### src/rtl/id_ex_pipe_reg_if.sv
// id_ex_pipe_reg_if: decode-to-execute pipeline register bundle (D inputs, E outputs, stall/flush, bubble counter)
interface id_ex_pipe_reg_if #(parameter int XLEN = 32, parameter int CNT_W = 16);
  logic StallE, FlushE, ValidD, ValidE;
  logic [XLEN-1:0] PCD, PCPlus4D, RD1D, RD2D, ImmExtD;
  logic [XLEN-1:0] PCE, PCPlus4E, RD1E, RD2E, ImmExtE;
  logic [4:0] Rs1D, Rs2D, RdD, Rs1E, Rs2E, RdE;
  logic RegWriteD, MemWriteD, JumpD, BranchD, ALUSrcD;
  logic RegWriteE, MemWriteE, JumpE, BranchE, ALUSrcE;
  logic [1:0] ResultSrcD, ResultSrcE;
  logic [2:0] ALUControlD, ALUControlE;
  logic [CNT_W-1:0] BubbleCount;
  modport master (
    output StallE, FlushE, ValidD, PCD, PCPlus4D, RD1D, RD2D, ImmExtD, Rs1D, Rs2D, RdD,
           RegWriteD, ResultSrcD, MemWriteD, JumpD, BranchD, ALUControlD, ALUSrcD,
    input  ValidE, PCE, PCPlus4E, RD1E, RD2E, ImmExtE, Rs1E, Rs2E, RdE,
           RegWriteE, ResultSrcE, MemWriteE, JumpE, BranchE, ALUControlE, ALUSrcE, BubbleCount
  );
  modport slave (
    input  StallE, FlushE, ValidD, PCD, PCPlus4D, RD1D, RD2D, ImmExtD, Rs1D, Rs2D, RdD,
           RegWriteD, ResultSrcD, MemWriteD, JumpD, BranchD, ALUControlD, ALUSrcD,
    output ValidE, PCE, PCPlus4E, RD1E, RD2E, ImmExtE, Rs1E, Rs2E, RdE,
           RegWriteE, ResultSrcE, MemWriteE, JumpE, BranchE, ALUControlE, ALUSrcE, BubbleCount
  );
endinterface

### src/rtl/id_ex_pipe_reg.sv
// id_ex_pipe_reg: ID/EX pipeline register with stall, flush/bubble insertion and saturating bubble counter
module id_ex_pipe_reg #(
  parameter int XLEN = 32,
  parameter int CNT_W = 16
) (
  input logic clk,
  input logic reset,
  id_ex_pipe_reg_if.slave bus
);
  typedef struct packed {
    logic valid;
    logic [XLEN-1:0] pc, pc4, rd1, rd2, imm;
    logic [4:0] rs1, rs2, rd;
    logic reg_write;
    logic [1:0] result_src;
    logic mem_write, jump, branch;
    logic [2:0] alu_control;
    logic alu_src;
  } stage_t;
  stage_t d, e;
  logic [CNT_W-1:0] cnt;
  logic bubble;
  always_comb begin
    d = '{valid: 1'b1, pc: bus.PCD, pc4: bus.PCPlus4D, rd1: bus.RD1D, rd2: bus.RD2D, imm: bus.ImmExtD,
          rs1: bus.Rs1D, rs2: bus.Rs2D, rd: bus.RdD, reg_write: bus.RegWriteD, result_src: bus.ResultSrcD,
          mem_write: bus.MemWriteD, jump: bus.JumpD, branch: bus.BranchD, alu_control: bus.ALUControlD,
          alu_src: bus.ALUSrcD};
    bubble = bus.FlushE | (~bus.StallE & ~bus.ValidD);
  end
  // an all-zero stage is the bubble: specifiers clear too so x0 never forwards
  always_ff @(posedge clk) begin
    if (reset) begin
      e <= '0;
      cnt <= '0;
    end else if (bubble) begin
      e <= '0;
      cnt <= cnt + {{(CNT_W-1){1'b0}}, ~&cnt};
    end else if (!bus.StallE) begin
      e <= d;
    end
  end
  assign bus.ValidE = e.valid;
  assign bus.PCE = e.pc;
  assign bus.PCPlus4E = e.pc4;
  assign bus.RD1E = e.rd1;
  assign bus.RD2E = e.rd2;
  assign bus.ImmExtE = e.imm;
  assign bus.Rs1E = e.rs1;
  assign bus.Rs2E = e.rs2;
  assign bus.RdE = e.rd;
  assign bus.RegWriteE = e.reg_write;
  assign bus.ResultSrcE = e.result_src;
  assign bus.MemWriteE = e.mem_write;
  assign bus.JumpE = e.jump;
  assign bus.BranchE = e.branch;
  assign bus.ALUControlE = e.alu_control;
  assign bus.ALUSrcE = e.alu_src;
  assign bus.BubbleCount = cnt;
endmodule

### src/flat_wrapper.sv
// flat-port wrapper written by rule: the top's interface ports become plain ports
module id_ex_pipe_reg_flat 
#(
  parameter int XLEN = 32,
  parameter int CNT_W = 16
)
  (clk, reset, bus_StallE, bus_FlushE, bus_ValidD, bus_PCD, bus_PCPlus4D, bus_RD1D, bus_RD2D, bus_ImmExtD, bus_Rs1D, bus_Rs2D, bus_RdD, bus_RegWriteD, bus_ResultSrcD, bus_MemWriteD, bus_JumpD, bus_BranchD, bus_ALUControlD, bus_ALUSrcD, bus_ValidE, bus_PCE, bus_PCPlus4E, bus_RD1E, bus_RD2E, bus_ImmExtE, bus_Rs1E, bus_Rs2E, bus_RdE, bus_RegWriteE, bus_ResultSrcE, bus_MemWriteE, bus_JumpE, bus_BranchE, bus_ALUControlE, bus_ALUSrcE, bus_BubbleCount);
  id_ex_pipe_reg_if #(.XLEN(XLEN), .CNT_W(CNT_W)) bus_i ();
  input logic clk;
  input logic reset;
  input wire logic [$bits(bus_i.StallE)-1:0] bus_StallE;
  input wire logic [$bits(bus_i.FlushE)-1:0] bus_FlushE;
  input wire logic [$bits(bus_i.ValidD)-1:0] bus_ValidD;
  input wire logic [$bits(bus_i.PCD)-1:0] bus_PCD;
  input wire logic [$bits(bus_i.PCPlus4D)-1:0] bus_PCPlus4D;
  input wire logic [$bits(bus_i.RD1D)-1:0] bus_RD1D;
  input wire logic [$bits(bus_i.RD2D)-1:0] bus_RD2D;
  input wire logic [$bits(bus_i.ImmExtD)-1:0] bus_ImmExtD;
  input wire logic [$bits(bus_i.Rs1D)-1:0] bus_Rs1D;
  input wire logic [$bits(bus_i.Rs2D)-1:0] bus_Rs2D;
  input wire logic [$bits(bus_i.RdD)-1:0] bus_RdD;
  input wire logic [$bits(bus_i.RegWriteD)-1:0] bus_RegWriteD;
  input wire logic [$bits(bus_i.ResultSrcD)-1:0] bus_ResultSrcD;
  input wire logic [$bits(bus_i.MemWriteD)-1:0] bus_MemWriteD;
  input wire logic [$bits(bus_i.JumpD)-1:0] bus_JumpD;
  input wire logic [$bits(bus_i.BranchD)-1:0] bus_BranchD;
  input wire logic [$bits(bus_i.ALUControlD)-1:0] bus_ALUControlD;
  input wire logic [$bits(bus_i.ALUSrcD)-1:0] bus_ALUSrcD;
  output wire logic [$bits(bus_i.ValidE)-1:0] bus_ValidE;
  output wire logic [$bits(bus_i.PCE)-1:0] bus_PCE;
  output wire logic [$bits(bus_i.PCPlus4E)-1:0] bus_PCPlus4E;
  output wire logic [$bits(bus_i.RD1E)-1:0] bus_RD1E;
  output wire logic [$bits(bus_i.RD2E)-1:0] bus_RD2E;
  output wire logic [$bits(bus_i.ImmExtE)-1:0] bus_ImmExtE;
  output wire logic [$bits(bus_i.Rs1E)-1:0] bus_Rs1E;
  output wire logic [$bits(bus_i.Rs2E)-1:0] bus_Rs2E;
  output wire logic [$bits(bus_i.RdE)-1:0] bus_RdE;
  output wire logic [$bits(bus_i.RegWriteE)-1:0] bus_RegWriteE;
  output wire logic [$bits(bus_i.ResultSrcE)-1:0] bus_ResultSrcE;
  output wire logic [$bits(bus_i.MemWriteE)-1:0] bus_MemWriteE;
  output wire logic [$bits(bus_i.JumpE)-1:0] bus_JumpE;
  output wire logic [$bits(bus_i.BranchE)-1:0] bus_BranchE;
  output wire logic [$bits(bus_i.ALUControlE)-1:0] bus_ALUControlE;
  output wire logic [$bits(bus_i.ALUSrcE)-1:0] bus_ALUSrcE;
  output wire logic [$bits(bus_i.BubbleCount)-1:0] bus_BubbleCount;
  assign bus_i.StallE = bus_StallE;
  assign bus_i.FlushE = bus_FlushE;
  assign bus_i.ValidD = bus_ValidD;
  assign bus_i.PCD = bus_PCD;
  assign bus_i.PCPlus4D = bus_PCPlus4D;
  assign bus_i.RD1D = bus_RD1D;
  assign bus_i.RD2D = bus_RD2D;
  assign bus_i.ImmExtD = bus_ImmExtD;
  assign bus_i.Rs1D = bus_Rs1D;
  assign bus_i.Rs2D = bus_Rs2D;
  assign bus_i.RdD = bus_RdD;
  assign bus_i.RegWriteD = bus_RegWriteD;
  assign bus_i.ResultSrcD = bus_ResultSrcD;
  assign bus_i.MemWriteD = bus_MemWriteD;
  assign bus_i.JumpD = bus_JumpD;
  assign bus_i.BranchD = bus_BranchD;
  assign bus_i.ALUControlD = bus_ALUControlD;
  assign bus_i.ALUSrcD = bus_ALUSrcD;
  assign bus_ValidE = bus_i.ValidE;
  assign bus_PCE = bus_i.PCE;
  assign bus_PCPlus4E = bus_i.PCPlus4E;
  assign bus_RD1E = bus_i.RD1E;
  assign bus_RD2E = bus_i.RD2E;
  assign bus_ImmExtE = bus_i.ImmExtE;
  assign bus_Rs1E = bus_i.Rs1E;
  assign bus_Rs2E = bus_i.Rs2E;
  assign bus_RdE = bus_i.RdE;
  assign bus_RegWriteE = bus_i.RegWriteE;
  assign bus_ResultSrcE = bus_i.ResultSrcE;
  assign bus_MemWriteE = bus_i.MemWriteE;
  assign bus_JumpE = bus_i.JumpE;
  assign bus_BranchE = bus_i.BranchE;
  assign bus_ALUControlE = bus_i.ALUControlE;
  assign bus_ALUSrcE = bus_i.ALUSrcE;
  assign bus_BubbleCount = bus_i.BubbleCount;
  id_ex_pipe_reg #(.XLEN(XLEN), .CNT_W(CNT_W)) u_core (.clk(clk), .reset(reset), .bus(bus_i));
endmodule
### config.mk
export PLATFORM = sky130hd
export DESIGN_NAME = id_ex_pipe_reg_flat
export DESIGN_NICKNAME = d
export VERILOG_FILES = /design/src/rtl/id_ex_pipe_reg_if.sv /design/src/rtl/id_ex_pipe_reg.sv /design/src/flat_wrapper.sv
export SDC_FILE = /design/constraint.sdc
export NUM_CORES = 1
export LEC_CHECK = 0
export BUFFER_PORTS_ARGS = -buffer_cell sky130_fd_sc_hd__buf_2
export CAP_MARGIN = 20
export CORE_ASPECT_RATIO = 0.5
export CORE_MARGIN = 8
export CORE_UTILIZATION = 40
export CTS_BUF_LIST = sky130_fd_sc_hd__clkbuf_4 sky130_fd_sc_hd__clkbuf_8
export CTS_CLUSTER_SIZE = 24
export DETAILED_ROUTE_END_ITERATION = 10
export GPL_ROUTABILITY_DRIVEN = 0
export PLACE_DENSITY = 0.77
export SYNTH_ARGS = -nofsm -noshare
export SYNTH_HDL_FRONTEND = slang
export SYNTH_SLANG_ARGS = --single-unit
### constraint.sdc
create_clock -name clk -period 2.9 [get_ports clk]
set_clock_uncertainty 0.05 [all_clocks]
set_input_delay 0.29 -clock clk [delete_from_list [all_inputs] [get_ports clk]]
set_output_delay 0.29 -clock clk [all_outputs]
set_load 0.02 [all_outputs]
**Word-level counts from Yosys, hierarchy flattened**

Index checks and enable logic that the tools add are counted.

- Bits of input ports: 190
- Flip-flop bits (word level): 202
- Logic and storage cells: 25
- Output and inout bits: 202

- Add/subtract/negate cells: 1
- Reduce and logical (&&, ||, !) cells: 3
- Bitwise gates (word level): 4

Operators with widths:

| kind | count |
|---|---|
| adder 16 x 1 -> 16 bit | 1 |
| AND reduction 16 bit | 1 |
| inverter 1 bit | 2 |
| OR reduction 2 bit | 1 |
| AND 1 bit | 1 |
| logical NOT 1 bit | 1 |
| OR 1 bit | 1 |

**Longest topological paths before layout**

Gate-level depths: netlist of the first run.

- Depth after elaboration: 4
- Depth in mapped cells: 9
- Depth with buffers taken out: 9

**Worst setup path after synthesis of the first run**

Ideal clock, no wire load.

- Path kind: flip-flop to flip-flop
- Start point: register u_core.cnt[9], in the netlist u_core.bus.BubbleCount[9]
- End point: register u_core.cnt[14], in the netlist u_core.bus.BubbleCount[14]
- Required time: 2.727 ns
- Path buffers: 0
- Stages on the path, launching flop included: 9
- Setup time: 0.123 ns
- Slack: 0.570 ns
- Arrival time: 2.156 ns
- Period minus slack after synthesis: 2.330 ns
- Path through: dfxtp_1 > and3_1 > nand4_1 > or3_1 > ha_1 > ha_1 > nand2_1 > nor4_2 > mux2_1

- Word-level cells in the longest chain between the ends: 3

Ends and longest elaborated chain:

| item | RTL line | text |
|---|---|---|
| start, declared | id_ex_pipe_reg.sv:21 | `logic [CNT_W-1:0] cnt;` |
| start signal, assigned | id_ex_pipe_reg.sv:37 | `cnt <= cnt + {{(CNT_W-1){1'b0}}, ~&cnt};` |
| AND reduction 16 bit | id_ex_pipe_reg.sv:37 |  |
| logical NOT 1 bit | id_ex_pipe_reg.sv:37 |  |
| adder 16 x 1 -> 16 bit (*) | id_ex_pipe_reg.sv:37 |  |

Mark *: on every way between the ends. The rest lies on a longest branch, timed or not.
A chain may end at the register's enable or synchronous reset.

**Final worst setup path of the first run**

Same ends and word-level chain as after synthesis.

==> flow_summary_export.csv, run 1 <==
group,metric,value,unit
power_and_ir_drop,leakage,6.05,nW
critical_path,worst-path-max-fanout,6,
critical_path,cp_data_required_time,3.26,ns
synth,async_flop_share,0,%
critical_path,max_stage_delay,0.43,ns
clocking,clk_pin_slew,0.07,ns
global_route,groute.usage.overall,21.2,%
flow_run,drv_cap,0,
critical_path,crit_path_end_kind,"flip-flop",
detailed_routing,ant_nets,0,
clocking,cts_root_buf,"clkbuf_8",
placed_design,dp_hpwl,16700,um
clocking,clk_latency,0.53,ns
floorplan,pin_count,392,
synth,ys_ff_latch,202,
power_and_ir_drop,clkPwrFrac,37.9,%
detailed_routing,wl_per_cell,17.2,um
critical_path,crit_buf_inv,0,
critical_path,crit_arrival,2.79,ns
power_and_ir_drop,switching_power,0.00150,W
synth,syn_nets,885,
layout,fill_cells,1316,
floorplan,rows,35,
placed_design,place_ws,0.510,ns
layout,syn_to_final_growth,62.3,%
detailed_routing,dr.pass1.iters,4,
power_and_ir_drop,power_density,507,mW/mm^2
sta,fin_ws,0.470,ns
critical_path,path_class,"flip-flop to flip-flop",
power_and_ir_drop,p_int,0.00453,W
detailed_routing,drt_iter0_drc,316,
floorplan,die_w,207,um
sta,clock.fmax,0.412,GHz
worst_hold_path,hold_path_class,"input port to flip-flop",
critical_path,cp_top_family,"simple AND/OR/NAND/NOR gates",
layout,drive_above_1_share,35.6,%
global_route,overflow,0,
floorplan,start_util,40.3,%
sta,setup_viol,0,
power_and_ir_drop,share_seq_of_total_power,48.0,%
floorplan,dieHeight,112,um
synth,synthFlopType,"dfxtp_1",
sta,finalHoldViolations,0,
clocking,htreeDepth,1,
detailed_routing,wl,26200,um
clocking,post-cts-setup-buffers,0,
sta,tightestPinTransition,0.919,ns
sta,grt_setup_unrepaired,"no",
power_and_ir_drop,finalPower,0.00603,W
global_route,grt_antenna_before_repair,3,
global_route,grt_pass1_wl,40800,um
clocking,clockBufferDepth,3,
power_and_ir_drop,pwr-share-comb,14.1,%
critical_path,critPathLaunchType,"flip-flop",
critical_path,slowest_stage,"or3_1",
power_and_ir_drop,p_sw_share,24.8,%
sta,drv_slew,0,
floorplan,core,0.0182,sq mm
critical_path,r2r_setup_slack,0.47,ns
outcome,run_status,"finished, final reports clean",
synth,ys_seq_area_share,55.2,%
synth,ys_warn_count,0,
synth,syn_inst,692,
detailed_routing,via_count,7255,
synth,avgSynthCellArea,10.6,sq um
critical_path,cp_common_cell,"ha_1",
layout,fin_nets,1452,
synth,synth.distinct_cells,29,
detailed_routing,drc_errors,0,
global_route,grt_start_max_net_pins,104,
floorplan,die_area,0.0232,sq mm
clocking,cts_tree,"done",
clocking,cts.sinks,202,
detailed_routing,drt-vias-per-instance,4.77,
sta,fin_tns_setup,0,ns
sta,fin_crit,2.43,ns
synth,synth_edf_count,0,
placed_design,portBuffers,391,
power_and_ir_drop,vdd_drop_max,0.300,mV
synth,synth_area,0.00732,sq mm
sta,timing.slew.headroom,38.8,%
sta,fin_crit_sh,83.8,%
critical_path,crit_chain,"and3_1 -> nand4_1 -> or3_1 -> ha_1 -> ha_1 -> nand2_1 -> nor4_2 -> mux2_1",
clocking,cts_buffers,29,
global_route,first_global_vias,7760,
## power groups by stage
stage,clock network (W),logic (W),registers (W)
global placement,0,0.000615,0.00295
floorplan,0,0.000283,0.00304
detailed placement,0,0.000627,0.00295
CTS,0.00234,0.000830,0.00289
finish,0.00229,0.000849,0.00289
global route,0.00247,0.000900,0.00290
## final timing paths
path | start | endpoint | depth (start not counted)
max | u_core.bus.BubbleCount[9]$_SDFFE_PP0P_ | u_core.bus.BubbleCount[14]$_SDFFE_PP0P_ | 8
min | reset | u_core.bus.BubbleCount[10]$_SDFFE_PP0P_ | 2
max reg2reg | u_core.bus.BubbleCount[9]$_SDFFE_PP0P_ | u_core.bus.BubbleCount[14]$_SDFFE_PP0P_ | 8
min reg2reg | u_core.bus.ValidE$_SDFFE_PP0N_ | u_core.bus.ValidE$_SDFFE_PP0N_ | 2
## cells in the mapped netlist (2+ instances only)
master    instances  area, sq um
or4_1             3         22.5
dfxtp_1         202         4040
nor2_1          196          736
mux2i_1         185         1850
nor4_2            3         37.5
xnor2_1           5         43.8
xor2_1            4         35.0
nand3_1           2         10.0
nor3_1            2         10.0
ha_1              3         37.5
and3_1            3         18.8
a21oi_1           6         30.0
buf_2            36          180
clkbuf_1          6         22.5
mux2_1            2         22.5
nand2_1          12         45.0
nand4_1           5         31.3
nor4b_2           2         30.0
nor2b_1           2         12.5
buf_6             2         22.5
o31ai_1           3         22.5
## stage by stage
step	area, sq um	util, %	hold slack [ns]	instances
2_1_floorplan	7320	-	0.384	692
3_3_place_gp	9450	52.0	0.384	1283
3_5_place_dp	9450	52.0	0.389	1283
4_1_cts	11900	65.4	0.0618	1517
5_1_grt	11900	65.4	0.0713	1520
6_report	11900	65.4	0.0993	1520
## final cells by class
class                           count  area (sq um)  share of cell area (%)
Clock inverter                      2          12.5                   0.105
Sequential cell                   202          4040                    34.0
Clock buffer                       47           572                    4.81
Timing Repair Buffer              581          3890                    32.8
Multi-Input combinational cell    444          3060                    25.7
Antenna cell                        3          7.51                  0.0631
Inverter                            1          3.75                  0.0316
Tap cell                          240           300                    2.53
## routing by layer
layer  track usage, %  vias up  part of all wire, %
li1                 -     3439                    -
met1             20.8     3420                   36
met4             11.3        0                  4.8
met3             5.83      104                  5.9
met2             40.3      292                   53
met5                0        -                    0
## cells in the final DEF (no fill, tap or decap)
cell type      instances
buf_8                  1
mux2_1                 2
nor2b_1                2
or4_1                  3
nand3_2                1
buf_12                 3
nand2_1               12
dfxtp_1              202
nand2b_4               1
and3_2                 1
clkbuf_8              35
buf_4                  2
nor2_1               196
inv_1                  1
clkinv_2               1
clkinvlp_4             1
nand4_1                5
nor4b_2                2
clkbuf_4              12
and3_1                 3
a21oi_1                6
o21ba_2                1
dlygate4sd3_1        185
mux2i_1              185
nor3_1                 2
or3_1                  1
nor4_2                 3
xor2_1                 4
nand3_1                2
xnor2_1                5
diode_2                3
o21bai_2               1
o31ai_1                3
ha_1                   3
buf_2                390
## worst register-to-register path: stages (launching register included)
cell     delay (ns)
dfxtp_1        0.41
and3_1         0.22
nand4_1        0.16
or3_1          0.43
ha_1           0.21
ha_1           0.20
nand2_1        0.24
nor4_2         0.07
mux2_1         0.31
## state kept, by name (all words and copies together) (netlist names)
register,flops
u_core.bus.ImmExtE,32
u_core.bus.PCE,32
u_core.bus.PCPlus4E,32
u_core.bus.RD1E,32
u_core.bus.RD2E,32
u_core.bus.BubbleCount,16
u_core.bus.RdE,5
u_core.bus.Rs1E,5
u_core.bus.Rs2E,5
u_core.bus.ALUControlE,3
u_core.bus.ResultSrcE,2
u_core.bus.ALUSrcE,1
u_core.bus.BranchE,1
u_core.bus.JumpE,1
u_core.bus.MemWriteE,1
u_core.bus.RegWriteE,1
u_core.bus.ValidE,1
## what timing repair did
item,CTS,global route
hold buffers,185,0
gates resized for setup,0,0
hold endpoints to repair,185,0
## logic make-up after synthesis
| kind of cell | share of synthesized area, % |
|---|---|
| muxes | 25.6 |
| buffers and inverters | 3.18 |
| and+or+nand+nor | 13.4 |
| DFF | 55.2 |
| AOI/OAI and AO/OA | 1.01 |
| adders and majority gates | 0.513 |
| xor gates and xnor gates | 1.08 |
(Power assumes the default switching activity.)
==> run 2: changes to the inputs <==
Clock period 2.9 ns to 2.3 ns, I/O delays scaled along.
==> run 2 against run 1 <==
Via count is essentially flat. Non-clock buffer count grew 11. Global-route usage grew 0.88 points. Sequential share of layout area shrank 0.46 points. Sequential cell count is the same. Sequential power grew 26%. Worst setup slack lost 0.39 ns. Combinational power grew 27%. First-iteration DRC count grew 28%.
==> flow_summary_export.csv, run 2 (synthesis results as in run 1) <==
group,metric,value,unit
layout,drive_above_1_share,36.7,%
power_and_ir_drop,finalPower,0.00789,W
sta,clock.fmax,0.451,GHz
layout,layout_commonest_cell,"buf_2",
clocking,clk_latency,0.54,ns
clocking,clk_pin_slew,0.07,ns
critical_path,cp_top_family,"simple AND/OR/NAND/NOR gates",
global_route,grt_pass1_wl,42300,um
floorplan,die_area,0.0232,sq mm
power_and_ir_drop,vdd_drop_max,0.411,mV
placed_design,dpl_cell_area,0.00953,sq mm
detailed_routing,wl_per_cell,17.8,um
sta,setup_viol,0,
placed_design,post-place-cells,1292,
clocking,cts_root_buf,"clkbuf_8",
critical_path,max_stage_delay,0.42,ns
global_route,met2_usage,42.8,%
global_route,groute.usage.overall,22.0,%
critical_path,critPathLaunchType,"flip-flop",
sta,fin_crit_sh,96.4,%
critical_path,crit_arrival,2.60,ns
sta,tightestPinTransition,0.637,ns
flow_run,drv_cap,0,
sta,grt_setup_unrepaired,"no",
layout,fin_area,0.0121,sq mm
sta,fin_crit,2.22,ns
clocking,cts_tree,"done",
critical_path,cp_common_cell,"ha_1",
outcome,run_status,"finished, final reports clean",
worst_hold_path,hold_path_class,"input port to flip-flop",
detailed_routing,drc_errors,0,
global_route,use_met1,22.3,%
placed_design,portBuffers,391,
critical_path,crit_chain,"and3_4 -> nand4_1 -> or3_4 -> ha_1 -> ha_1 -> nand2_4 -> nor4_2 -> mux2_1",
floorplan,start_util,40.3,%
detailed_routing,ant_nets,0,
global_route,first_global_vias,7921,
global_route,grt_start_max_net_pins,85,
detailed_routing,drt_iter0_drc,405,
detailed_routing,wl,27300,um
sta,drv_slew,0,
critical_path,slowest_stage,"or3_4",
critical_path,crit_path_end_kind,"flip-flop",
sta,fin_ws,0.0819,ns
power_and_ir_drop,leakage,6.16,nW
global_route,grt_antenna_before_repair,1,
floorplan,core,0.0182,sq mm
layout,syn_to_final_growth,64.7,%
critical_path,crit_buf_inv,0,
floorplan,rows,35,
critical_path,worst-path-max-fanout,6,
sta,finalHoldViolations,0,
detailed_routing,dr.pass1.iters,7,
global_route,busiest_layer,"met2",
power_and_ir_drop,power_density,654,mW/mm^2
critical_path,cp_data_required_time,2.68,ns
layout,fill_cells,1296,
floorplan,dieHeight,112,um
layout,final_cell_mix,"390 x buf_2, 199 x dfxtp_1, 196 x nor2_1",
placed_design,place_ws,-0.0616,ns
global_route,overflow,0,
clocking,cts_buffers,29,
floorplan,pin_count,392,
critical_path,path_class,"flip-flop to flip-flop",
clocking,cts.sinks,202,
clocking,htreeDepth,1,
sta,timing.slew.headroom,57.6,%
floorplan,die_w,207,um
layout,fin_cells,1531,
detailed_routing,via_count,7250,
placed_design,dp_hpwl,17100,um
global_route,grt_use_met3,5.02,%
clocking,clockBufferDepth,3,
layout,fin_nets,1463,
detailed_routing,drt-vias-per-instance,4.74,
run 2: changes by cell type in the layout (fill, tap and decap cells not counted), moves of 2 or more:
cell | previous run | this run
buf_4 | 2 | 11
bufinv_16 | 0 | 3
clkbuf_4 | 12 | 10
clkbuf_8 | 35 | 33
clkinv_2 | 1 | 5
dfxtp_1 | 202 | 199
dfxtp_2 | 0 | 3
diode_2 | 3 | 1
run 2: area by class of cell:
cell class              count  area (sq um)  share of cell area (%)
diodes                      1          2.50                  0.0207
clock buffers              43           529                    4.39
clock inverters             8           115                   0.954
inverters                   1          3.75                  0.0311
multi-input cells         444          3070                    25.5
flip-flops and latches    202          4050                    33.6
well taps                 240           300                    2.49
repair buffers            592          3990                    33.1
run 2: path summary, 6_finish.rpt:
path	start	to	slack (ns)	depth (start not counted)
max reg2reg	u_core.bus.BubbleCount[11]$_SDFFE_PP0P_	u_core.bus.BubbleCount[14]$_SDFFE_PP0P_	0.08	8
min reg2reg	u_core.bus.ValidE$_SDFFE_PP0N_	u_core.bus.ValidE$_SDFFE_PP0N_	0.39	2
max	u_core.bus.BubbleCount[11]$_SDFFE_PP0P_	u_core.bus.BubbleCount[14]$_SDFFE_PP0P_	0.08	8
min	bus_ValidD	u_core.bus.BubbleCount[0]$_SDFFE_PP0P_	0.05	4
run 2: power by group:
part / internal [W] / switching [W]
Clock: 0.00181 / 0.00135
Sequential: 0.00359 / 0.0000527
Combinational: 0.000563 / 0.000516
Total: 0.00596 / 0.00192
run 2: timing repair:
item,4_1_cts,5_1_grt
resized for setup,1,3
pin swaps,1,0
setup endpoints to repair,2,4
setup buffers,0,1
endpoints found under the hold margin,194,0
cloned,0,0
hold buffers,186,0
run 2: per-stage QoR:
stage               hold slack, ns  util, %  setup TNS (ns)
detailed placement           0.387     52.4         -0.0616
global placement             0.382     52.4               0
CTS                        0.00469     66.2               0
finish                      0.0473     66.4               0
floorplan                    0.324        -               0
global route                0.0391     66.4               0
run 2: metal layers:
layer  wire length (um)  vias up  share of wire, %
met1              10100     3429                37
met2              14600      255                54
li1                   -     3472                 -
met4               1170        0               4.3
met5                  0        -                 0
met3               1390       94               5.1
run 2: tightest hold or removal path, delay by kind of cell:
kind | cells | cell delay (ns)
compound gates | 2 | 0.16
buf+inv | 1 | 0.10
simple gates | 1 | 0.09
==> run 3: changes to the inputs <==
Clock period 2.3 ns to 2.84 ns, I/O delays scaled along.
==> run 3 against run 2 <==
Sequential cell count unchanged. Utilization down 0.90 points. Non-clock buffer count down 10. Hold slack better by 0.028 ns. Sequential power down 19%. Global-route usage down 0.49 points. Register-to-register slack better by 0.34 ns.
==> flow_summary_export.csv, run 3 (synthesis results as in run 1) <==
group,metric,value,unit
floorplan,die_w,207,um
placed_design,dp_hpwl,16900,um
detailed_routing,drt_iter0_drc,416,
power_and_ir_drop,leakage,6.06,nW
power_and_ir_drop,clkPwrFrac,38.3,%
floorplan,rows,35,
detailed_routing,wl_per_cell,17.5,um
clocking,cts_root_buf,"clkbuf_8",
critical_path,r2r_setup_slack,0.42,ns
critical_path,critPathLaunchType,"flip-flop",
detailed_routing,drc_errors,0,
critical_path,slowest_stage,"or3_1",
detailed_routing,via_count,7196,
layout,drive_above_1_share,35.7,%
power_and_ir_drop,p_int,0.00465,W
flow_run,drv_cap,0,
power_and_ir_drop,share_seq_of_total_power,47.7,%
critical_path,crit_path_end_kind,"flip-flop",
sta,grt_setup_unrepaired,"no",
global_route,grt_antenna_before_repair,5,
placed_design,dpl_cell_area,0.00944,sq mm
clocking,postCtsResizedCells,0,
floorplan,dieHeight,112,um
placed_design,portBuffers,391,
detailed_routing,wl,26600,um
clocking,cts_buffers,29,
power_and_ir_drop,pwr-share-comb,14.0,%
critical_path,crit_chain,"and3_1 -> nand4_1 -> or3_1 -> ha_1 -> ha_1 -> nand2_1 -> nor4_2 -> mux2_1",
clocking,clk_pin_slew,0.07,ns
clocking,htreeDepth,1,
global_route,groute.usage.overall,21.6,%
critical_path,worst-path-max-fanout,6,
sta,fin_crit,2.42,ns
worst_hold_path,hold_path_class,"input port to flip-flop",
sta,fin_ws,0.421,ns
layout,fin_area,0.0119,sq mm
floorplan,core,0.0182,sq mm
critical_path,max_stage_delay,0.42,ns
layout,layout_commonest_cell,"buf_2",
layout,fin_nets,1453,
detailed_routing,drt-vias-per-instance,4.72,
floorplan,pin_count,392,
clocking,clk_latency,0.54,ns
global_route,grt_start_max_net_pins,104,
sta,tightestPinTransition,0.913,ns
power_and_ir_drop,power_density,520,mW/mm^2
detailed_routing,dr.pass1.iters,4,
power_and_ir_drop,switching_power,0.00154,W
clocking,clockBufferDepth,3,
sta,clock.fmax,0.413,GHz
critical_path,crit_buf_inv,0,
global_route,overflow,0,
sta,timing.slew.headroom,39.1,%
critical_path,cp_common_cell,"ha_1",
floorplan,die_area,0.0232,sq mm
critical_path,path_class,"flip-flop to flip-flop",
floorplan,start_util,40.3,%
global_route,grt_pass1_wl,41200,um
layout,fill_cells,1359,
critical_path,cp_data_required_time,3.22,ns
critical_path,cp_top_family,"simple AND/OR/NAND/NOR gates",
global_route,first_global_vias,7788,
detailed_routing,ant_nets,0,
power_and_ir_drop,p_sw_share,24.8,%
clocking,cts.sinks,202,
outcome,run_status,"finished, final reports clean",
critical_path,crit_arrival,2.80,ns
sta,fin_crit_sh,85.2,%
sta,drv_slew,0,
sta,fin_tns_setup,0,ns
sta,setup_viol,0,
layout,syn_to_final_growth,62.5,%
clocking,cts_tree,"done",
power_and_ir_drop,vdd_drop_max,0.453,mV
sta,finalHoldViolations,0,
placed_design,place_ws,0.437,ns
layout,final_cell_mix,"390 x buf_2, 202 x dfxtp_1, 196 x nor2_1",
==> run 3: cell count changes in the layout (fill, tap and decap cells not counted), sizes merged <==
cell | previous run | this run
buf | 406 | 397
clkbuf | 43 | 48
diode | 1 | 5
bufinv | 3 | 0
clkinv | 5 | 2
dlygate4sd3 | 186 | 185
==> run 3: repair_timing <==
action / CTS / global route
hold endpoints to repair: 185 / 0
hold buffers: 185 / 0
buffers inserted: 0 / 0
==> run 3: path summary, 6_finish.rpt <==
path | cells past startpoint | to | start
hold reg to reg | 2 | u_core.bus.ValidE$_SDFFE_PP0N_ | u_core.bus.ValidE$_SDFFE_PP0N_
hold / removal | 2 | u_core.bus.BubbleCount[4]$_SDFFE_PP0P_ | reset
setup / recovery | 8 | u_core.bus.BubbleCount[14]$_SDFFE_PP0P_ | u_core.bus.BubbleCount[9]$_SDFFE_PP0P_
setup reg to reg | 8 | u_core.bus.BubbleCount[14]$_SDFFE_PP0P_ | u_core.bus.BubbleCount[9]$_SDFFE_PP0P_
==> run 3: worst reg2reg max path, cell delays in order (launching register included) <==
cell and delay (ns):
dfxtp_1 0.41, and3_1 0.23, nand4_1 0.15, or3_1 0.42
ha_1 0.21, ha_1 0.21, nand2_1 0.23, nor4_2 0.07
mux2_1 0.32
==> run 3: layer usage <==
| metal | vias to the layer above | wire length, um | global-route usage [%] | part of all wire, % |
|---|---|---|---|---|
| met2 | 263 | 14000 | 40.5 | 53 |
| met4 | 0 | 1280 | 11.3 | 4.8 |
| met3 | 102 | 1530 | 6.14 | 5.7 |
| met1 | 3381 | 9810 | 21.6 | 37 |
| li1 | 3450 | - | - | - |
| met5 | - | 0 | 0 | 0 |
==> run 3: stage by stage <==
stage	total power (W)	hold WS [ns]	cells	utilization (%)
4_1_cts	0.00623	0.0372	1519	65.4
3_5_place_dp	0.00365	0.389	1284	51.9
6_report	0.00619	0.0753	1524	65.5
5_1_grt	0.00646	0.0491	1524	65.5
3_3_place_gp	0.00363	0.385	1284	51.9
2_1_floorplan	0.00339	0.378	692	-
==> run 3: final cells by class <==
cell class	count	area, sq um	area share (%)
Antenna cell	5	12.5	0.105
Clock buffer	48	586	4.92
Clock inverter	2	10.0	0.0841
Inverter	1	3.75	0.0315
Multi-Input combinational cell	444	3060	25.7
Sequential cell	202	4040	34.0
Tap cell	240	300	2.52
Timing Repair Buffer	582	3890	32.7
==> run 3: power groups by stage <==
stage / Sequential, W / Combinational [W] / Clock (W)
CTS: 0.00295 / 0.000847 / 0.00243
global placement: 0.00301 / 0.000627 / 0
finish: 0.00295 / 0.000868 / 0.00237
floorplan: 0.00310 / 0.000289 / 0
detailed placement: 0.00301 / 0.000641 / 0
global route: 0.00296 / 0.000921 / 0.00258
